==> config.mk <==
export PLATFORM = sky130hd
export DESIGN_NAME = best_1ofn_cclut_pipe
export DESIGN_NICKNAME = d
export VERILOG_FILES = /design/src/rtl/best_1ofn_cclut_pipe.sv
export SDC_FILE = /design/constraint.sdc
export NUM_CORES = 1
export LEC_CHECK = 0
export CAP_MARGIN = 10
export CORE_MARGIN = 8
export CORE_UTILIZATION = 25
export DETAILED_ROUTE_END_ITERATION = 8
export GPL_TIMING_DRIVEN = 0
export PLACE_DENSITY = 0.55
export SYNTH_ARGS = -nofsm -noshare
export SYNTH_HDL_FRONTEND = slang
export SYNTH_SLANG_ARGS = --single-unit
==> constraint.sdc <==
create_clock -name clock -period 3.8 [get_ports clock]
set_input_delay 0.76 -clock clock [delete_from_list [all_inputs] [get_ports clock]]
set_output_delay 0.76 -clock clock [all_outputs]
set_load 0.005 [all_outputs]
==> src/rtl/best_1ofn_cclut_pipe.sv <==
`default_nettype none
// ============================================================================
// Module   : best_1ofn_cclut_pipe
// Purpose  : Pipelined best-1-of-N selector for the ccLUT pattern finder.
//            One candidate (pattern, key, comparator code) per CFEB channel
//            is registered and qualified by the channel enable and the
//            pattern threshold. A registered binary comparison tree then
//            picks the best candidate. Latency is 1 + ceil(log2(NCH))
//            clocks, and one candidate set is accepted every clock.
// Revision : 1.0  initial release
// ----------------------------------------------------------------------------
// Ports
//   clock       in   sole clock, rising edge
//   reset_n     in   asynchronous active-low reset
//   cand_vld    in   candidate set valid this cycle
//   pat         in   NCH packed patterns, channel i at [i*MXPATB +: MXPATB]
//   key         in   NCH packed 1/2-strip keys, same packing
//   carry       in   NCH packed ccLUT comparator codes, same packing
//   ch_en       in   per-channel enable, sampled with cand_vld
//   pat_thresh  in   minimum sort key (quasi-static)
//   best_vld    out  a qualified winner is present
//   best_pat    out  winning pattern
//   best_key    out  {winning channel, winning key}
//   best_carry  out  winning comparator code
//   best_chan   out  winning channel index
// ============================================================================
module best_1ofn_cclut_pipe #(
    parameter int NCH        = 7,
    parameter int CHB        = 3,
    parameter int MXPATB     = 7,
    parameter int MXKEYB     = 5,
    parameter int MXPATC     = 11,
    parameter int MXKEYBX    = 8,
    parameter int IGNORE_LSB = 1
) (
    input  logic                          clock,
    input  logic                          reset_n,
    input  logic                          cand_vld,
    input  logic [NCH*MXPATB-1:0]         pat,
    input  logic [NCH*MXKEYB-1:0]         key,
    input  logic [NCH*MXPATC-1:0]         carry,
    input  logic [NCH-1:0]                ch_en,
    input  logic [MXPATB-IGNORE_LSB-1:0]  pat_thresh,
    output logic                          best_vld,
    output logic [MXPATB-1:0]             best_pat,
    output logic [MXKEYBX-1:0]            best_key,
    output logic [MXPATC-1:0]             best_carry,
    output logic [CHB-1:0]                best_chan
);

    // Sort key width: the pattern with or without its bend-direction lsb.
    localparam int SKW = MXPATB - IGNORE_LSB;
    // Tree depth and the power-of-two leaf count it spans.
    localparam int LV  = $clog2(NCH);
    localparam int NP  = 1 << LV;

    // ------------------------------------------------------------------------
    // Configuration checks
    // ------------------------------------------------------------------------
    if (MXKEYBX != CHB + MXKEYB) begin : g_err_keybx
        $error("best_1ofn_cclut_pipe: MXKEYBX must equal CHB+MXKEYB");
    end
    if (NCH < 2 || NCH > 8) begin : g_err_nch
        $error("best_1ofn_cclut_pipe: NCH must be in 2..8");
    end
    if (CHB < LV || CHB < 1) begin : g_err_chb
        $error("best_1ofn_cclut_pipe: CHB too narrow for NCH");
    end
    if (IGNORE_LSB != 0 && IGNORE_LSB != 1) begin : g_err_lsb
        $error("best_1ofn_cclut_pipe: IGNORE_LSB must be 0 or 1");
    end

    // One tree node: qualification, sort key, payload and source channel.
    // An unqualified node is all zeros, so its payload can never leak out.
    typedef struct packed {
        logic              q;
        logic [SKW-1:0]    sk;
        logic [MXPATB-1:0] pat;
        logic [MXKEYB-1:0] key;
        logic [MXPATC-1:0] carry;
        logic [CHB-1:0]    chan;
    } node_t;

    // ------------------------------------------------------------------------
    // Stage 0: input registers. Enable and threshold are captured with the
    // set so that later changes never affect sets already in flight.
    // ------------------------------------------------------------------------
    logic                  vld_s0;
    logic [NCH*MXPATB-1:0] pat_s0;
    logic [NCH*MXKEYB-1:0] key_s0;
    logic [NCH*MXPATC-1:0] carry_s0;
    logic [NCH-1:0]        en_s0;
    logic [SKW-1:0]        thr_s0;

    always_ff @(posedge clock or negedge reset_n) begin
        if (!reset_n) begin
            vld_s0   <= 1'b0;
            pat_s0   <= '0;
            key_s0   <= '0;
            carry_s0 <= '0;
            en_s0    <= '0;
            thr_s0   <= '0;
        end else begin
            vld_s0   <= cand_vld;
            pat_s0   <= pat;
            key_s0   <= key;
            carry_s0 <= carry;
            en_s0    <= ch_en;
            thr_s0   <= pat_thresh;
        end
    end

    // ------------------------------------------------------------------------
    // Leaves: qualified candidates. Leaves beyond NCH are permanently
    // unqualified; as a B input they can never win and as an A input they
    // lose to any qualified partner, so an odd leftover node simply passes
    // through each level registered and unchanged.
    // ------------------------------------------------------------------------
    for (genvar j = 0; j < NP; j++) begin : g_leaf
        node_t lf;
        if (j < NCH) begin : g_chan
            logic [SKW-1:0] sk;
            logic           qual;
            if (IGNORE_LSB != 0) begin : g_skip_lsb
                assign sk = pat_s0[j*MXPATB+1 +: SKW];
            end else begin : g_full_pat
                assign sk = pat_s0[j*MXPATB +: SKW];
            end
            assign qual = vld_s0 & en_s0[j] & (sk >= thr_s0) & (sk != '0);
            assign lf   = qual ? {1'b1, sk,
                                  pat_s0[j*MXPATB +: MXPATB],
                                  key_s0[j*MXKEYB +: MXKEYB],
                                  carry_s0[j*MXPATC +: MXPATC],
                                  CHB'(j)}
                               : '0;
        end else begin : g_pad
            assign lf = '0;
        end
    end

    // ------------------------------------------------------------------------
    // Comparison tree in heap order: node i has children 2i+1 (lower
    // channels) and 2i+2 (higher channels). Indices NP-1 and up are leaves.
    // B wins only with a strictly larger key, which makes equal keys resolve
    // to the lowest channel across the whole tree.
    // ------------------------------------------------------------------------
    for (genvar i = 0; i < NP-1; i++) begin : g_node
        node_t a;
        node_t b;
        logic  b_wins;

        if (2*i+1 >= NP-1) begin : g_from_leaf
            assign a = g_leaf[2*i+1-(NP-1)].lf;
            assign b = g_leaf[2*i+2-(NP-1)].lf;
        end else begin : g_from_node
            assign a = g_node[2*i+1].g_mid.q;
            assign b = g_node[2*i+2].g_mid.q;
        end

        assign b_wins = b.q & (~a.q | (b.sk > a.sk));

        if (i == 0) begin : g_root
            // Root level registers are the outputs themselves.
            always_ff @(posedge clock or negedge reset_n) begin
                if (!reset_n) begin
                    best_vld   <= 1'b0;
                    best_pat   <= '0;
                    best_key   <= '0;
                    best_carry <= '0;
                    best_chan  <= '0;
                end else begin
                    best_vld   <= b_wins ? b.q     : a.q;
                    best_pat   <= b_wins ? b.pat   : a.pat;
                    best_key   <= b_wins ? {b.chan, b.key} : {a.chan, a.key};
                    best_carry <= b_wins ? b.carry : a.carry;
                    best_chan  <= b_wins ? b.chan  : a.chan;
                end
            end
        end else begin : g_mid
            node_t q;
            always_ff @(posedge clock or negedge reset_n) begin
                if (!reset_n) begin
                    q <= '0;
                end else begin
                    q <= b_wins ? b : a;
                end
            end
        end
    end

endmodule
`default_nettype wire

== After elaboration in Yosys (flattened, before gate mapping) ==
Index checks and enable logic that the tools add are counted.

* Output and inout bits: 30
* Logic and storage cells: 123
* Bits of input ports: 177
* Register bits after elaboration: 403

* Bitwise operators: 39
* Reduce and logical (&&, ||, !) cells: 7
* Mux-type cells: 17
* Magnitude comparators: 13

{| class="wikitable"
|+ Operators with widths
! cell !! number
|-
| $mux 33 || 12
|-
| $ge 6x6->1 || 7
|-
| $reduce_bool 6->1 || 7
|-
| $gt 6x6->1 || 6
|-
| $and 1x1->1 || 27
|-
| $mux 11 || 1
|-
| $mux 8 || 1
|-
| $mux 7 || 1
|-
| $not 1->1 || 6
|-
| $or 1x1->1 || 6
|-
| $mux 3 || 1
|-
| $mux 1 || 1
|}

== Longest topological paths before layout ==
Gate-level depths: netlist (run 1).

* Word-level depth: 8
* Depth in mapped cells: 15
* Gate-level depth less buffers: 13

== Least setup slack after synthesis (run 1) ==
OpenSTA, ideal clock, no wires.

* Path kind: reg2reg
* From: register thr_s0[0]
* To: register g_node[4].g_mid.q, in the netlist g_node[1].b[4]
* Data required time: 3,665 ps
* Clock period less this slack: 2,961 ps
* Arrival time: 2,826 ps
* Path buffers: 3
* Setup slack: 839 ps
* Cell stages (with the launch flop): 15
* Path through: dfrtp_1 -> ha_1 -> nand2b_1 -> a21oi_1 -> o21bai_1 -> buf_2 -> nand3_1 -> ha_1 -> and4_1 -> and3_1 -> a31oi_2 -> and3_1 -> buf_6 -> buf_6 -> o22ai_1

* Longest elaborated chain between the ends: 8
* Elaborated cells on any way between the ends: 13
* Classes of those cells: order compare: 3; mux: 3; bitwise: 7

{| class="wikitable"
|+ RTL lines
! element !! RTL line !! source
|-
| start: declaration || 93 || <nowiki>logic [SKW-1:0] thr_s0;</nowiki>
|-
| start signal: assignment || 109 || <nowiki>thr_s0 <= pat_thresh;</nowiki>
|-
| $ge 6x6->1 || 129 || <nowiki>assign qual = vld_s0 & en_s0[j] & (sk >= thr_s0) & (sk != '0);</nowiki>
|-
| $and 1x1->1 (2 in a row) || 129 ||
|-
| $mux 33 || 130 || <nowiki>assign lf = qual ? {1'b1, sk,</nowiki>
|-
| $gt 6x6->1 or $not 1->1 (tied branches) || 160 || <nowiki>assign b_wins = b.q & (~a.q | (b.sk > a.sk));</nowiki>
|-
| $or 1x1->1 || 160 ||
|-
| $and 1x1->1 || 160 ||
|-
| $mux 33 * || 185 || <nowiki>q <= b_wins ? b : a;</nowiki>
|-
| end signal: assignment || 185 ||
|-
| end: declaration || 180 || <nowiki>node_t q;</nowiki>
|}

Every way passes the cells marked *; elsewhere a longest branch is shown, timed or not.

== Worst setup path after layout (run 1) ==
* From: register thr_s0[1]
* To: register g_node[4].g_mid.q, in the netlist g_node[1].b[15]

The elaborated chain is that of the path after synthesis.

==> results.toml, run 1 <==
[worst_setup_path]
reg2reg_from = "thr_s0[1]$_DFF_PN0_"
crit_arrival_ps = 4060
crit_path_end_kind = "register"
crit_fanout = 10
crit_path_frequent_cell = "ha_1"
path_buf_inv = 4
startpoint = "thr_s0[1]$_DFF_PN0_"
start_kind = "register"
cp.required_ps = 4250
crit_family = "compound AO/OA/AOI/OAI gates"
critPathKind = "reg -> reg"
cp_slowest_cell = "dfrtp_1"
cpPeakStageDelay_ps = 370
crit_chain = "inv_1 -> ha_1 -> a21oi_1 -> o21bai_2 -> buf_2 -> nand3_1 -> ha_1 -> and4_1 -> and3_1 -> a31oi_2 -> o311ai_4 -> buf_12 -> buf_6 -> o22ai_1"

[detailed_routing]
drcViolationCount = 0
ant_nets = 0
first_iter_violations = 377
viasPerCell = 4.29
wl_per_cell_um = 18.9
first_pass_iters = 5
vias = 8452
wl_um = 37200

[clock_tree]
cts_tree = "yes"
insertion_delay_ps = 570
cts_buffers = 42
h-tree-depth = 2
clk_pin_slew_ps = 60
clock-sinks = 353
clk_path_buf_depth = 3
cts-root-buf = "clkbuf_16"

[global_route]
antenna_found_initial = 0
gr-total-overflow = 0
grt_start_max_net_pins = 113
grt_pass1_vias = 9443
grt_pass1_wl_um = 56000
grt_usage_pct = 12.2

[timing]
max-slew-margin-rel_pct = 39.7
hold_viol = 0
clock_skew_ps = 21.5
min_period_ps = 3610
period_share_pct = 95.1
worstMarginPinSlew_ps = 901
setup_viol = 0
setup_ws_ps = 188
drv_slew = 0
max_freq_mhz = 277
rsz0062_at_grt = "true"

[layout]
final_common_cell = "dfrtp_1"
multi_input_area_sq_mm = 0.00400
final_cell_mix = "dfrtp_1, clkdlybuf4s50_1, inv_1"
fillCellCount = 5318
drive_gt1_share_pct = 16.5
regArea_sq_mm = 0.00883
nNetsFinal = 1498
syn_to_final_growth_pct = 34.6
fin_cells = 1972

[pwr]
switchingPower_mw = 2.28
p_leak_nw = 8.28
clock_power_share_pct = 44.4
switching_share_pct = 24.5
combPwrFrac_pct = 11.5
seqPwrFrac_pct = 44.1
p_per_area_mw_per_mm2 = 512
ir_worst_vdd_uv = 353
intPower_mw = 7.02

[placed_design]
io_buffers = 206
globalplace.congestion = 0.854
placed_cells_incl_taps = 1886
hpwl_um = 27700
dpl_worst_slack_ps = -31.0

[synthesis]
ys_warn_count = 0
synthCells = 981
ys_seq_area_share_pct = 65.5
synth_edf_count = 0
yosys.area.top_type_share_pct = 65.5
synthDistinctLibCells = 42
async_flop_share_pct = 100
ys_seq_elements = 353
syn_nets = 1236
yosys.area.top_type = "dfrtp_1"
synthFlopType = "dfrtp_1"
postSynthAreaPerCell_sq_um = 13.8
synth_top_cells_by_area = "dfrtp_1, ha_1, mux2_2"
syn_area_sq_mm = 0.0135

[floorplan]
start_util_pct = 25.2
die_area_sq_mm = 0.0617
floorplan.rows = 85
die_w_um = 248
ios = 207
die_h_um = 248
coreArea_sq_mm = 0.0536

[outcome]
status = "finished clean"

[worst_hold_path]
min-delay-path-class = "in -> async"

[run]
max_cap_violations = 0
per-layer routing:
metal,global-route usage [%],vias to the layer above,share of wire (%)
li1,-,3935,-
met2,20.4,210,48
met4,4.21,0,2.6
met3,2.88,57,5.5
met5,0,-,0
met1,15.3,4250,43
cells in the mapped netlist, types with 10 or more instances:
| library cell | instances |
|---|---|
| nand2_1 | 23 |
| buf_6 | 21 |
| ha_1 | 78 |
| nor2b_1 | 10 |
| mux2_2 | 58 |
| nand3_1 | 72 |
| dfrtp_1 | 353 |
| o22ai_1 | 63 |
| a21oi_1 | 23 |
| nor2_1 | 17 |
| inv_1 | 103 |
| and3_1 | 11 |
| nor3b_1 | 22 |
| mux2_1 | 14 |
through the flow:
| step | instance area, sq um | hold WS (ps) | total power, mW | setup TNS (ps) | util [%] |
|---|---|---|---|---|---|
| global placement | 16400 | 447 | 5.21 | -4698920 | 30.6 |
| finish | 18200 | 153 | 9.30 | 0 | 33.9 |
| global route | 18200 | 162 | 9.75 | -16.6 | 33.9 |
| CTS | 18000 | 129 | 9.46 | 0 | 33.5 |
| floorplan | 13500 | 430 | 4.63 | 0 | - |
| detailed placement | 16500 | 445 | 5.23 | -41.1 | 30.8 |
logic make-up after synthesis:
logic type	count (synthesis)	share of synthesized area, %
DFF	353	65.5
muxes	72	6.01
AOI/OAI and AO/OA	140	7.93
and+or+nand+nor	195	7.99
adders and majority gates	78	7.23
buffers and inverters	143	5.38
power by group through the flow:
stage | logic, mW | registers (mW) | clock network, mW
6_report | 1.07 | 4.10 | 4.13
5_1_grt | 1.18 | 4.12 | 4.44
4_1_cts | 1.07 | 4.10 | 4.29
3_5_place_dp | 1.06 | 4.17 | 0
3_3_place_gp | 1.03 | 4.18 | 0
2_1_floorplan | 0.500 | 4.13 | 0
registers in the layout, indices dropped and copies added (netlist names):
| register | cells |
|---|---|
| vld_s0 | 1 |
| best_chan | 3 |
| carry_s0 | 77 |
| thr_s0 | 6 |
| g_node.a | 76 |
| best_key | 5 |
| best_vld | 1 |
| pat_s0 | 49 |
| g_node.b | 75 |
| best_pat | 7 |
| key_s0 | 35 |
| en_s0 | 7 |
| best_carry | 11 |
worst paths after layout:
path	to	cells after the start	slack (ps)
min in group clock	best_key[1]$_DFF_PN0_	1	460
min reg2reg	best_key[1]$_DFF_PN0_	1	460
min	g_node[2].a[11]$_DFF_PN0_	1	150
max reg2reg	g_node[1].b[15]$_DFF_PN0_	14	190
max in group asynchronous	en_s0[0]$_DFF_PN0_	2	2680
max	g_node[1].b[15]$_DFF_PN0_	14	190
timing repair:
| item | CTS | global route |
|---|---|---|
| setup buffers | 2 | 7 |
| setup endpoints to repair | 2 | 64 |
| resized for setup | 0 | 17 |
| pin swaps | 1 | 2 |
| hold buffers | 0 | 0 |
layout make-up:
class,count,area share (%)
Multi-Input combinational cell,485,22.0
Antenna cell,1,0.0138
Tap cell,696,4.80
Clock buffer,60,6.82
Inverter,103,2.19
Clock inverter,16,1.11
Buffer,40,1.92
Sequential cell,353,48.7
Timing Repair Buffer,218,12.5
No activity file was read; power rests on OpenSTA's default activity.
==> run 2: changes to the inputs <==
--- a/config.mk
+++ b/config.mk
@@ -7,10 +7,11 @@
 export LEC_CHECK = 0
 export CAP_MARGIN = 10
 export CORE_MARGIN = 8
-export CORE_UTILIZATION = 25
+export CORE_UTILIZATION = 48
 export DETAILED_ROUTE_END_ITERATION = 8
 export GPL_TIMING_DRIVEN = 0
-export PLACE_DENSITY = 0.55
+export PLACE_DENSITY = 0.84
+export REMOVE_ABC_BUFFERS = 1
 export SYNTH_ARGS = -nofsm -noshare
 export SYNTH_HDL_FRONTEND = slang
 export SYNTH_SLANG_ARGS = --single-unit
==> run 2 against run 1 <==
Design area shrank 4.4%. Fmax shrank 0.98%. Largest cell class unchanged. Routed wire length shrank 13%. Register-to-register slack lost 40 ps. Combinational power is essentially flat. Via count grew 0.50%. Critical path depth shrank 5. Flip-flop and latch count is the same. Highest routed layer unchanged. Core utilization grew 29 points. Clock power shrank 17%. Critical path type unchanged. First-iteration DRC count grew 64%.
==> results.toml, run 2 (synthesis results as in run 1) <==
[layout]
final_common_cell = "dfrtp_1"
final_cell_mix = "dfrtp_1, clkdlybuf4s50_1, inv_1"
fin_cells = 1608
regMostFlops = "carry_s0"
syn_to_final_growth_pct = 28.6
nNetsFinal = 1462
final_cell_area_sq_mm = 0.0174
fin_util_pct = 62.6
largest_register_ffs = 77
diodes = 0
drive_gt1_share_pct = 14.1

[pwr]
ir_worst_vdd_uv = 365
p_leak_nw = 8.03
p_per_area_mw_per_mm2 = 495
power.total_mw = 8.60

[global_route]
grt_usage_pct = 19.1
grt_pass1_vias = 9195
grt_pass1_wl_um = 49800
gr-total-overflow = 0
antenna_found_initial = 0
grt_start_max_net_pins = 114

[clock_tree]
clk_path_buf_depth = 3
h-tree-depth = 2
hold_buffers = 0
insertion_delay_ps = 510
cts-root-buf = "clkbuf_16"
cts_buffers = 37
clk_pin_slew_ps = 60
cts_tree = "yes"
clock-sinks = 353

[timing]
max_freq_mhz = 274
setup_viol = 0
min_period_ps = 3650
clock_skew_ps = 13.8
fin_setup_tns_ps = 0
drv_slew = 0
rsz0062_at_grt = "false"
period_share_pct = 96.0
hold_viol = 0
worstMarginPinSlew_ps = 1090
max-slew-margin-rel_pct = 27.2

[worst_setup_path]
rr_endpoint = "g_node[1].b[8]$_DFF_PN0_"
crit_arrival_ps = 4010
cp.required_ps = 4160
crit_path_end_kind = "register"
crit_chain = "and2_2 -> and2_1 -> nand3_1 -> ha_1 -> and4_1 -> o21ai_0 -> a31oi_4 -> and3_4 -> o22ai_1"
crit_fanout = 20
reg2reg_slack_ps = 150
cpPeakStageDelay_ps = 770
start_kind = "register"
critPathKind = "reg -> reg"
cp_slowest_cell = "and2_1"
reg2reg_from = "vld_s0$_DFF_PN0_"
r2r_cells = 9

[detailed_routing]
drcViolationCount = 0
first_iter_violations = 617
wl_um = 32400
vias = 8494
wl_per_cell_um = 20.1
ant_nets = 0
first_pass_iters = 5
viasPerCell = 5.28

[run]
max_cap_violations = 0

[floorplan]
start_util_pct = 48.7
coreArea_sq_mm = 0.0277
floorplan.rows = 61
die_area_sq_mm = 0.0337
die_w_um = 184
die_h_um = 184
ios = 207

[worst_hold_path]
min-delay-path-class = "in -> async"

[placed_design]
hpwl_um = 21400
io_buffers = 206
placed_cells_incl_taps = 1531
dpl_cell_area_sq_mm = 0.0158
globalplace.congestion = 0.891

[outcome]
status = "finished clean"
-- run 2: cell types whose count changed in the layout (fill, tap and decap cells not counted), sizes merged --
cell / delta
and3: +3
buf: -30
bufinv: -2
clkbuf: -11
clkinv: -6
clkinvlp: -5
diode: -1
inv: +2
o21bai: +1
o311ai: +3
-- run 2: per-stage QoR --
step / worst slack, ps / hold slack, ps
finish: 152 / 121
global route: 6.69 / 115
floorplan: 9.55 / 430
detailed placement: -644 / 447
CTS: 11.6 / 105
global placement: -12450 / 442
-- run 2: timing repair --
action / CTS / global route
gates resized for setup: 16 / 9
endpoints found under the setup margin: 71 / 71
buffers inserted: 6 / 2
pin swaps: 7 / 3
cloned: 5 / 2
-- run 2: worst max-delay path by stage --
stage / from / end / slack [ps] / cells past startpoint
after global routing: vld_s0$_DFF_PN0_ / g_node[2].a[8]$_DFF_PN0_ / 7 / 11
after global placement: reset_n / g_node[0].b[4]$_DFF_PN0_ / -12450 / 1
after CTS: thr_s0[4]$_DFF_PN0_ / g_node[2].a[25]$_DFF_PN0_ / 10 / 13
after floorplan: thr_s0[0]$_DFF_PN0_ / g_node[1].b[11]$_DFF_PN0_ / 10 / 11
final: vld_s0$_DFF_PN0_ / g_node[1].b[8]$_DFF_PN0_ / 150 / 9
after detailed placement: thr_s0[0]$_DFF_PN0_ / g_node[1].a[12]$_DFF_PN0_ / -640 / 11
-- run 2: routing by layer --
metal  GRT usage [%]  vias up  wire length [um]
li1                -     3871                 -
met1            24.8     4311             13700
met2            32.2      259             16200
met3            3.64       53              1690
met4            5.53        0               717
met5               0        -                 0
-- run 2: critical path, delay by kind of cell, from the launching register on --
family                     cells  cell delay [ps]
AOI/OAI and AO/OA              3              710
and+or+nand+nor                5             1900
adders and majority gates      1              360
DFF                            1              520
-- run 2: cell type report --
cell class	instances	area, sq um
fillers	2009	10400
flip-flops and latches	353	8830
multi-input cells	492	4160
repair buffers	220	2330
clock buffers	57	1110
well taps	378	473
inverters	103	387
clock inverters	5	65.1
-- run 2: power by group --
group	internal (mW)	total [mW]	switching (mW)
Clock	2.08	3.44	1.36
Combinational	0.518	1.06	0.540
Sequential	3.99	4.10	0.108
